$ cat src/rtl/frame_draw_scheduler_pkg.sv
// Shared constants and FSM state encoding for the per-frame layer draw scheduler.
package frame_draw_scheduler_pkg;
  localparam int VGA_COOR_WIDTH = 12;
  localparam int VGA_FRAME_W    = 1280;
  localparam int VGA_FRAME_H    = 300;
  localparam int PAL_W          = 3;
  localparam logic [PAL_W-1:0] PALETTE_TRANSPARENT = '0;

  typedef enum logic [2:0] {
    IDLE     = 3'd0,
    WAIT_LOW = 3'd1,
    GRANT    = 3'd2,
    DRAW     = 3'd3,
    NEXT     = 3'd4
  } sched_state_t;
endpackage

$ cat src/rtl/frame_draw_scheduler_layer_pixel_mux.sv
// Selects the granted layer's packed pixel fields and flags whether the pixel lies on screen.
module frame_draw_scheduler_layer_pixel_mux
  import frame_draw_scheduler_pkg::*;
#(
  parameter int N_LAYERS   = 4,
  parameter int COOR_WIDTH = VGA_COOR_WIDTH,
  parameter int FRAME_W    = VGA_FRAME_W,
  parameter int FRAME_H    = VGA_FRAME_H,
  parameter int LIDX_W     = 2
) (
  input  logic [LIDX_W-1:0]              layer_idx,
  input  logic [N_LAYERS-1:0]            pix_valid,
  input  logic [N_LAYERS*COOR_WIDTH-1:0] pix_x,
  input  logic [N_LAYERS*COOR_WIDTH-1:0] pix_y,
  input  logic [N_LAYERS*PAL_W-1:0]      pix_palette,
  input  logic [N_LAYERS-1:0]            req_done,
  output logic                           sel_valid,
  output logic                           sel_done,
  output logic [COOR_WIDTH-1:0]          sel_x,
  output logic [COOR_WIDTH-1:0]          sel_y,
  output logic [PAL_W-1:0]               sel_palette,
  output logic                           sel_in_range
);
  always_comb begin
    sel_valid   = 1'b0;
    sel_done    = 1'b0;
    sel_x       = '0;
    sel_y       = '0;
    sel_palette = PALETTE_TRANSPARENT;
    for (int k = 0; k < N_LAYERS; k++) begin
      if (layer_idx == LIDX_W'(k)) begin
        sel_valid   = pix_valid[k];
        sel_done    = req_done[k];
        sel_x       = pix_x[k*COOR_WIDTH +: COOR_WIDTH];
        sel_y       = pix_y[k*COOR_WIDTH +: COOR_WIDTH];
        sel_palette = pix_palette[k*PAL_W +: PAL_W];
      end
    end
  end

  assign sel_in_range = (sel_x < COOR_WIDTH'(FRAME_W)) && (sel_y < COOR_WIDTH'(FRAME_H));
endmodule

$ cat src/rtl/frame_draw_scheduler.sv
// Grants layer producers back-to-front after each frame-swap tick and registers their pixels
// onto the frame buffer write port, with a per-layer watchdog and overrun recovery.
module frame_draw_scheduler
  import frame_draw_scheduler_pkg::*;
#(
  parameter int COOR_WIDTH    = VGA_COOR_WIDTH,
  parameter int N_LAYERS      = 4,
  parameter int FRAME_W       = VGA_FRAME_W,
  parameter int FRAME_H       = VGA_FRAME_H,
  parameter int TIMEOUT_W     = 20,
  parameter int LAYER_TIMEOUT = 500000
) (
  input  logic                           clk_33m,
  input  logic                           rst,
  input  logic                           rst_screen_33m,
  input  logic [N_LAYERS-1:0]            layer_enable,
  output logic [N_LAYERS-1:0]            req_start,
  output logic                           req_abort,
  input  logic [N_LAYERS-1:0]            pix_valid,
  input  logic [N_LAYERS*COOR_WIDTH-1:0] pix_x,
  input  logic [N_LAYERS*COOR_WIDTH-1:0] pix_y,
  input  logic [N_LAYERS*PAL_W-1:0]      pix_palette,
  input  logic [N_LAYERS-1:0]            req_done,
  output logic [COOR_WIDTH-1:0]          write_x,
  output logic [COOR_WIDTH-1:0]          write_y,
  output logic [PAL_W-1:0]               write_palette,
  output logic                           busy,
  output logic                           frame_overrun,
  output logic                           timeout_flag,
  output logic [15:0]                    overrun_count,
  output logic [2:0]                     fsm_state
);
  localparam int LW     = $clog2(N_LAYERS + 1);
  localparam int LIDX_W = (N_LAYERS > 1) ? $clog2(N_LAYERS) : 1;
  localparam logic [LW-1:0]        END_LAYER = LW'(N_LAYERS);
  localparam logic [TIMEOUT_W-1:0] WD_LAST   = TIMEOUT_W'(LAYER_TIMEOUT - 1);

  sched_state_t           state, state_d;
  logic [LW-1:0]          layer, layer_d;
  logic [LIDX_W-1:0]      layer_idx;
  logic [N_LAYERS-1:0]    en_q, en_d;
  logic [TIMEOUT_W-1:0]   wd, wd_d;
  logic                   flag_d;
  logic [15:0]            overrun_cnt, cnt_d;
  logic                   screen_q, tick, write_en;
  logic                   sel_valid, sel_done, sel_in_range;
  logic [COOR_WIDTH-1:0]  sel_x, sel_y;
  logic [PAL_W-1:0]       sel_palette;

  assign layer_idx     = layer[LIDX_W-1:0];
  assign tick          = rst_screen_33m & ~screen_q;
  assign overrun_count = overrun_cnt;

  frame_draw_scheduler_layer_pixel_mux #(
    .N_LAYERS(N_LAYERS), .COOR_WIDTH(COOR_WIDTH), .FRAME_W(FRAME_W),
    .FRAME_H(FRAME_H), .LIDX_W(LIDX_W)
  ) u_mux (
    .layer_idx(layer_idx), .pix_valid(pix_valid), .pix_x(pix_x), .pix_y(pix_y),
    .pix_palette(pix_palette), .req_done(req_done), .sel_valid(sel_valid),
    .sel_done(sel_done), .sel_x(sel_x), .sel_y(sel_y), .sel_palette(sel_palette),
    .sel_in_range(sel_in_range)
  );

  always_ff @(posedge clk_33m) begin
    if (rst) begin
      state         <= IDLE;
      layer         <= '0;
      en_q          <= '0;
      wd            <= '0;
      timeout_flag  <= 1'b0;
      overrun_cnt   <= '0;
      screen_q      <= 1'b0;
      write_x       <= '0;
      write_y       <= '0;
      write_palette <= PALETTE_TRANSPARENT;
    end else begin
      state        <= state_d;
      layer        <= layer_d;
      en_q         <= en_d;
      wd           <= wd_d;
      timeout_flag <= flag_d;
      overrun_cnt  <= cnt_d;
      screen_q     <= rst_screen_33m;
      if (write_en) begin
        write_x       <= sel_x;
        write_y       <= sel_y;
        write_palette <= sel_palette;
      end else begin
        write_palette <= PALETTE_TRANSPARENT;
      end
    end
  end

  always_comb begin
    state_d = state;
    layer_d = layer;
    en_d    = en_q;
    wd_d    = wd;
    flag_d  = timeout_flag;
    cnt_d   = overrun_cnt;
    case (state)
      IDLE: if (tick) begin
        en_d    = layer_enable;
        flag_d  = 1'b0;
        layer_d = '0;
        state_d = WAIT_LOW;
      end
      // The frame buffer drops writes while the swap level is high, so hold off granting.
      WAIT_LOW: if (!rst_screen_33m) begin
        layer_d = '0;
        state_d = NEXT;
      end
      NEXT: begin
        if (layer == END_LAYER)   state_d = IDLE;
        else if (en_q[layer_idx]) state_d = GRANT;
        else                      layer_d = layer + LW'(1);
      end
      GRANT: begin
        wd_d    = '0;
        state_d = DRAW;
      end
      DRAW: begin
        wd_d = wd + TIMEOUT_W'(1);
        if (sel_done) begin
          layer_d = layer + LW'(1);
          state_d = NEXT;
        end else if (wd == WD_LAST) begin
          flag_d  = 1'b1;
          layer_d = layer + LW'(1);
          state_d = NEXT;
        end
      end
      default: state_d = IDLE;
    endcase
    // A tick outside IDLE overrides whatever the current state decided.
    if (tick && state != IDLE) begin
      state_d = WAIT_LOW;
      layer_d = '0;
      en_d    = layer_enable;
      flag_d  = timeout_flag;
      if (overrun_cnt != 16'hFFFF) cnt_d = overrun_cnt + 16'd1;
    end
  end

  always_comb begin
    busy          = (state != IDLE);
    req_start     = (!rst && state == GRANT) ? (N_LAYERS'(1) << layer_idx) : '0;
    frame_overrun = !rst && tick && (state != IDLE);
    req_abort     = !rst && (state == DRAW) && (tick || (!sel_done && wd == WD_LAST));
    write_en      = (state == DRAW) && sel_valid && sel_in_range;
    fsm_state     = state;
  end
endmodule

$ cat config.mk
export PLATFORM = sky130hd
export DESIGN_NAME = frame_draw_scheduler
export DESIGN_NICKNAME = d
export VERILOG_FILES = /design/src/rtl/frame_draw_scheduler_pkg.sv /design/src/rtl/frame_draw_scheduler_layer_pixel_mux.sv /design/src/rtl/frame_draw_scheduler.sv
export SDC_FILE = /design/constraint.sdc
export NUM_CORES = 1
export LEC_CHECK = 0
export ABC_AREA = 1
export CORE_MARGIN = 8
export CORE_UTILIZATION = 45
export DETAILED_ROUTE_END_ITERATION = 8
export PLACE_DENSITY = 0.87
export SLEW_MARGIN = 20
export SYNTH_ARGS = -nofsm -noshare
export SYNTH_HDL_FRONTEND = slang
export SYNTH_SLANG_ARGS = --single-unit
$ cat constraint.sdc
create_clock -name clk_33m -period 2.5 [get_ports clk_33m]
set_input_delay 0.375 -clock clk_33m [delete_from_list [all_inputs] [get_ports clk_33m]]
set_output_delay 0.375 -clock clk_33m [all_outputs]
set_load 0.05 [all_outputs]
Yosys cells after proc, flatten, opt, wreduce, memory -nomap -nowiden
Cells that the tools add are included.

storage, ports and cells
  register bits = 75
  output and inout bits = 54

operators by class
  reduce and logical (&&, ||, !) cells = 29
  shift operators = 1
  add/subtract/negate cells = 3
  magnitude comparators = 3
  bitwise logic cells = 4
  muxes and demuxes = 46
  eq/ne operators = 22

operators by type and width
  cell                                                                            count
  12-bit two-way mux                                                              8
  3-bit two-way mux                                                               16
  20-bit one-hot mux with 2 select lines                                          1
  20-bit by 1-bit adder with 20-bit output, second input constant                 1
  20-bit by 19-bit == test with 1-bit output, second input constant               1
  16-bit by 1-bit adder with 16-bit output, second input constant                 1
  4-bit two-way mux                                                               4
  16-bit inequality test, second input constant                                   1
  3-bit one-hot mux with 5 select lines                                           1
  1-bit two-way mux                                                               13
  12-bit by 11-bit less-than comparator with 1-bit output, second input constant  1
  12-bit by 9-bit less-than comparator with 1-bit output, second input constant   1
  2-bit inequality test, second input constant                                    6
  3-bit inequality test, second input constant                                    4
  3-bit one-hot mux with 4 select lines                                           1
  1-bit logical AND                                                               10
  4-bit inequality test, second input constant                                    2
  4-bit AND reduction                                                             2
  2-bit nonzero test                                                              4
  3-bit by 2-bit == test with 1-bit output, second input constant                 2
  3-bit == test, second input constant                                            2
  6-bit AND reduction                                                             1
  5-bit AND reduction                                                             1
  2-bit == test, second input constant                                            2
  17 further kinds                                                                22

Longest topological paths before layout
  depth after elaboration = 10
  mapped depth = 17
  depth with buffers taken out = 15

Cells and area by module
From an unflattened synthesis, not the netlist that was laid out.

unflattened totals
  cells, all modules = 731
  area, all modules = 4609.4 um^2

by module, submodules not included
  module                                area each (um^2)  times used  cells each  sequential area each (um^2)
  frame_draw_scheduler                  3673.5            1           531         1501.4
  frame_draw_scheduler_layer_pixel_mux  935.9             1           200         0.0

Worst setup path before layout
No wires, ideal clock.

  kind = register to output
  from = reg state[0], in the netlist fsm_state[0]
  to = out req_abort
  path buffers = 2
  required time = 2.125 ns
  stages on the path, launching flop included = 9
  slack = -0.191 ns
  data arrival time = 2.316 ns
  path through = dfxtp_1 -> inv_2 -> nor2_4 -> nand2_2 -> inv_1 -> buf_2 -> buf_1 -> o21ai_0 -> nor2_1

on the way
  word-level cells in the longest chain between the ends = 3

RTL lines
  what                                      RTL line                     text
  start: declaration                        frame_draw_scheduler.sv:38   sched_state_t state, state_d;
  start signal: assignment                  frame_draw_scheduler.sv:77   state <= state_d;
  3-bit by 2-bit == test with 1-bit output  frame_draw_scheduler.sv:149  req_abort = !rst && (state == DRAW) && (tick || (!sel_done && wd == WD_LAST));
  1-bit logical AND (2 in a row)            frame_draw_scheduler.sv:149
  end: declaration                          frame_draw_scheduler.sv:18   output logic req_abort,

No other way between the ends.

Worst setup path after layout
  from = reg wd[0]
  to = out req_abort

on the way
  word-level cells in the longest chain between the ends = 4

RTL lines
  what                                        RTL line                     text
  start: declaration                          frame_draw_scheduler.sv:42   logic [TIMEOUT_W-1:0] wd, wd_d;
  start signal: assignment                    frame_draw_scheduler.sv:80   wd <= wd_d;
  20-bit by 19-bit == test with 1-bit output  frame_draw_scheduler.sv:149
  1-bit logical AND                           frame_draw_scheduler.sv:149
  1-bit logical OR                            frame_draw_scheduler.sv:149
  1-bit logical AND                           frame_draw_scheduler.sv:149

No other way between the ends.

==> run metrics <==
sequential share of the synthesized area=31.72%; grt met2 use=39.17%; cell type with the largest total area after synthesis=dfxtp_1; clock root cell=clkbuf_8; Detailed Route WL=16180 um; Die X-Extent=approximately 120 um; row cnt=37; Port Buffer Count=176; synthesized area=about 0.0047 mm^2; gpl congestion=between 0.9 and 1; vias per inst=approximately 5.2; power density over the cells=563.6 mW/mm^2; CTS buffer count=9; Setup Skew=about 0.010 ns; number of antenna violations at the first check in global routing=1; Clock power frac=22.8%; DR pass1 iterations=5; via count=5521; reg-to-reg critical path endpoint=write_y[3]; Top Ports=approximately 180; Worst Setup Start Kind=flop; Reg2Reg Depth=15; worst r2r src=layer[1]; CTS HTree Levels=3; leakage power=around 0.0027 uW; FF+latch count, synth=75; CTS Hold Bufs=0; Mean Syn Cell Area=6.449 um^2; sw frac=40.52%; Final Hold Fails=0; hold path depth=2; relative slew slack=60.65%; Power Total=~3900 uW; hpwl dp=12610 um; first-pass GRT wire length=25760 um; final setup fails=0; Synth cell types=53; top_reg_cell synth=dfxtp_1; pin count of the biggest net entering global routing=53; power share of the combinational group=between 40% and 50%; cell-internal power=2331 uW; FFs w/ async S/R, synth=0%; area grow syn2layout=46.87%; Final period util=94.32%; grt ovf=0; Final nets=1043; 1st-iter DRT viols=around 530; Syn Nets=approximately 860; critical path required time=2.12 ns; Max Slew Vio Count=0; drt drc=0; Post-Place Cells=1033; die height=118.6 um; worst reg-to-reg setup slack=around 0.26 ns; Routed Antenna Nets=0; CTS tree=done; minimum clock period=2.358 ns; synthesis warning total=0; synth top area cells=dfxtp_1 (32%), nand2_1 (15%), nor2_1 (7.3%); global route hottest layer=met2; hold path start=write_y[10]; clock sink total=75; critical path peak fanout=4; Avg WL per Cell=15.33 um; number of global-route vias before repair=5258; GRT Overall Usage=21.74%; starting density of the core=between 40% and 50%; class of the worst hold path=reg -> reg; CP Class=reg -> out; FMAX=0.4241 GHz; register share of total power=32.1%; Max VDD drop=roughly 0.28 mV; Max clock buf depth=2; Post-synth EDFFs=0; worst setup path startpoint=wd[0]; layout cell share with drive strength beyond 1=between 10 and 15%; Max Cap Viol=0; die area=0.01406 mm^2; met1 GRT Util=between 20% and 30%; Worst setup EP type=output pin; area share of the largest cell type after synthesis=31.72%; P_sw=1588 uW; Post-Syn Instances=734; Hold EP=write_y[10]; Non-Filler Instances=~1100; clock transition time at the flip-flop clock pins of the worst setup and hold paths=approximately 0.090 ns; M3 GR Usage=4.569%; core area=0.01028 mm^2; Worst EP arrival=roughly 2 ns; status=finished clean; worst slew pin tran=0.5884 ns; clock latency on the worst-skew pair=0.34 ns
==> layout by cell type (no fill, tap or decap), types with 9 or more instances in the layout <==
cell type	synthesis	final
a21oi_1	67	66
nor2_1	92	89
dfxtp_1	75	73
a22oi_1	12	12
nand3_1	49	49
inv_1	62	60
nand2_1	191	191
nand4_1	16	16
mux2i_1	10	10
buf_4	3	27
clkbuf_8	0	9
clkdlybuf4s50_1	0	170
nor3_1	11	11
o21ai_0	41	40
==> how the worst max path moves through the flow <==
| stage | to | slack [ns] | depth (start not counted) |
|---|---|---|---|
| 3_5_place_dp | write_x[6] | 0.15 | 12 |
| 6_report | req_abort | 0.14 | 8 |
| 5_1_grt | req_abort | -0.006 | 8 |
| 3_3_place_gp | write_x[1] | 0.19 | 14 |
| 2_1_floorplan | req_abort | 0.007 | 8 |
| 4_1_cts | req_abort | 0.009 | 11 |
==> worst max-delay path, cell delays in order, from the launching register on <==
cell and delay (ns):
dfxtp_1 0.39, ha_1 0.21, nand3_1 0.17, nor2_2 0.17
nand3_1 0.17, nor2_2 0.17, o21ai_2 0.07, nor2_2 0.13
buf_12 0.15
==> area by class of cell <==
cell class / instances / area (um^2)
flip-flops and latches: 75 / 1506
well taps: 136 / 170.2
repair buffers: 201 / 1976
fillers: 884 / 3326
clock buffers: 9 / 123.9
multi-input cells: 556 / 2826
clock inverters: 7 / 70.07
inverters: 71 / 276.5
diodes: 1 / 2.502
==> state kept, by name (all words and copies together), names as in the netlist <==
register and count:
screen_q 1, fsm_state 3, overrun_count 16, timeout_flag 1, write_palette 3, write_x 12
wd 20, write_y 12, layer 3, en_q 4
==> layer usage <==
layer  vias up  part of all wire, %
li1       2790                    -
met1      2519                   43
met2       188                   49
met3        24                  6.5
met4         0                  1.7
met5         -                    0
==> what timing repair did <==
action	CTS	global route
endpoints found under the hold margin	0	0
endpoints found under the setup margin	1	4
gates resized for setup	8	15
buffers inserted	2	4
pin swaps	2	4
gates cloned	0	0
==> cell usage after synthesis, types with 2 or more instances <==
| cell type | instances |
|---|---|
| o2111ai_1 | 2 |
| nand2_2 | 4 |
| nor3_2 | 2 |
| nand3b_1 | 2 |
| a22oi_1 | 12 |
| a21boi_0 | 2 |
| mux2i_1 | 10 |
| nand2_1 | 191 |
| buf_4 | 3 |
| buf_1 | 2 |
| or2_1 | 2 |
| buf_2 | 10 |
| nor3_1 | 11 |
| o21ai_0 | 41 |
| nor2_1 | 92 |
| o21ai_1 | 2 |
| nor2_2 | 4 |
| buf_6 | 8 |
| inv_2 | 8 |
| a221oi_1 | 2 |
| or2_2 | 6 |
| ha_1 | 6 |
| clkbuf_1 | 9 |
| nor4_1 | 2 |
| xnor2_1 | 2 |
| nand3_1 | 49 |
| a21oi_1 | 67 |
| nor2_4 | 2 |
| nand2_4 | 2 |
| a211oi_1 | 4 |
| o22ai_1 | 3 |
| dfxtp_1 | 75 |
| inv_1 | 62 |
| nand4_1 | 16 |
==> power by group through the flow <==
stage / Clock [uW] / Sequential, uW / Combinational [uW]
finish: 892 / 1260 / 1770
global route: 965 / 1260 / 1960
CTS: 916 / 1250 / 1680
detailed placement: 0 / 1270 / 1640
global placement: 0 / 1270 / 1610
floorplan: 0 / 1300 / 1140
==> cells by family (layout without fill, tap and decap cells) <==
logic type      Yosys count  in the layout  share of synthesized area [%]
simple gates            389            389                          35.90
other cells               0              1                              0
xor+xnor                  3              3                         0.5552
flops                    75             75                          31.72
fa+ha+maj                 6              6                          1.586
buf+inv                 103            288                          9.939
mux                      10             10                          2.115
compound gates          148            148                          18.19
==> stage by stage <==
stage	area, um^2	TNS [ns]	utilization, %	hold slack [ns]	setup slack [ns]
after floorplan	4736	0	-	0.4367	0.007045
after global placement	6629	0	64.50	0.4285	0.1904
after detailed placement	6629	0	64.50	0.4306	0.1508
after CTS	6860	0	66.75	0.4425	0.009338
after global routing	6952	-0.005999	67.64	0.4754	-0.005999
final	6952	0	67.64	0.4395	0.1419
Note: power is estimated with default switching activity, not from simulation.
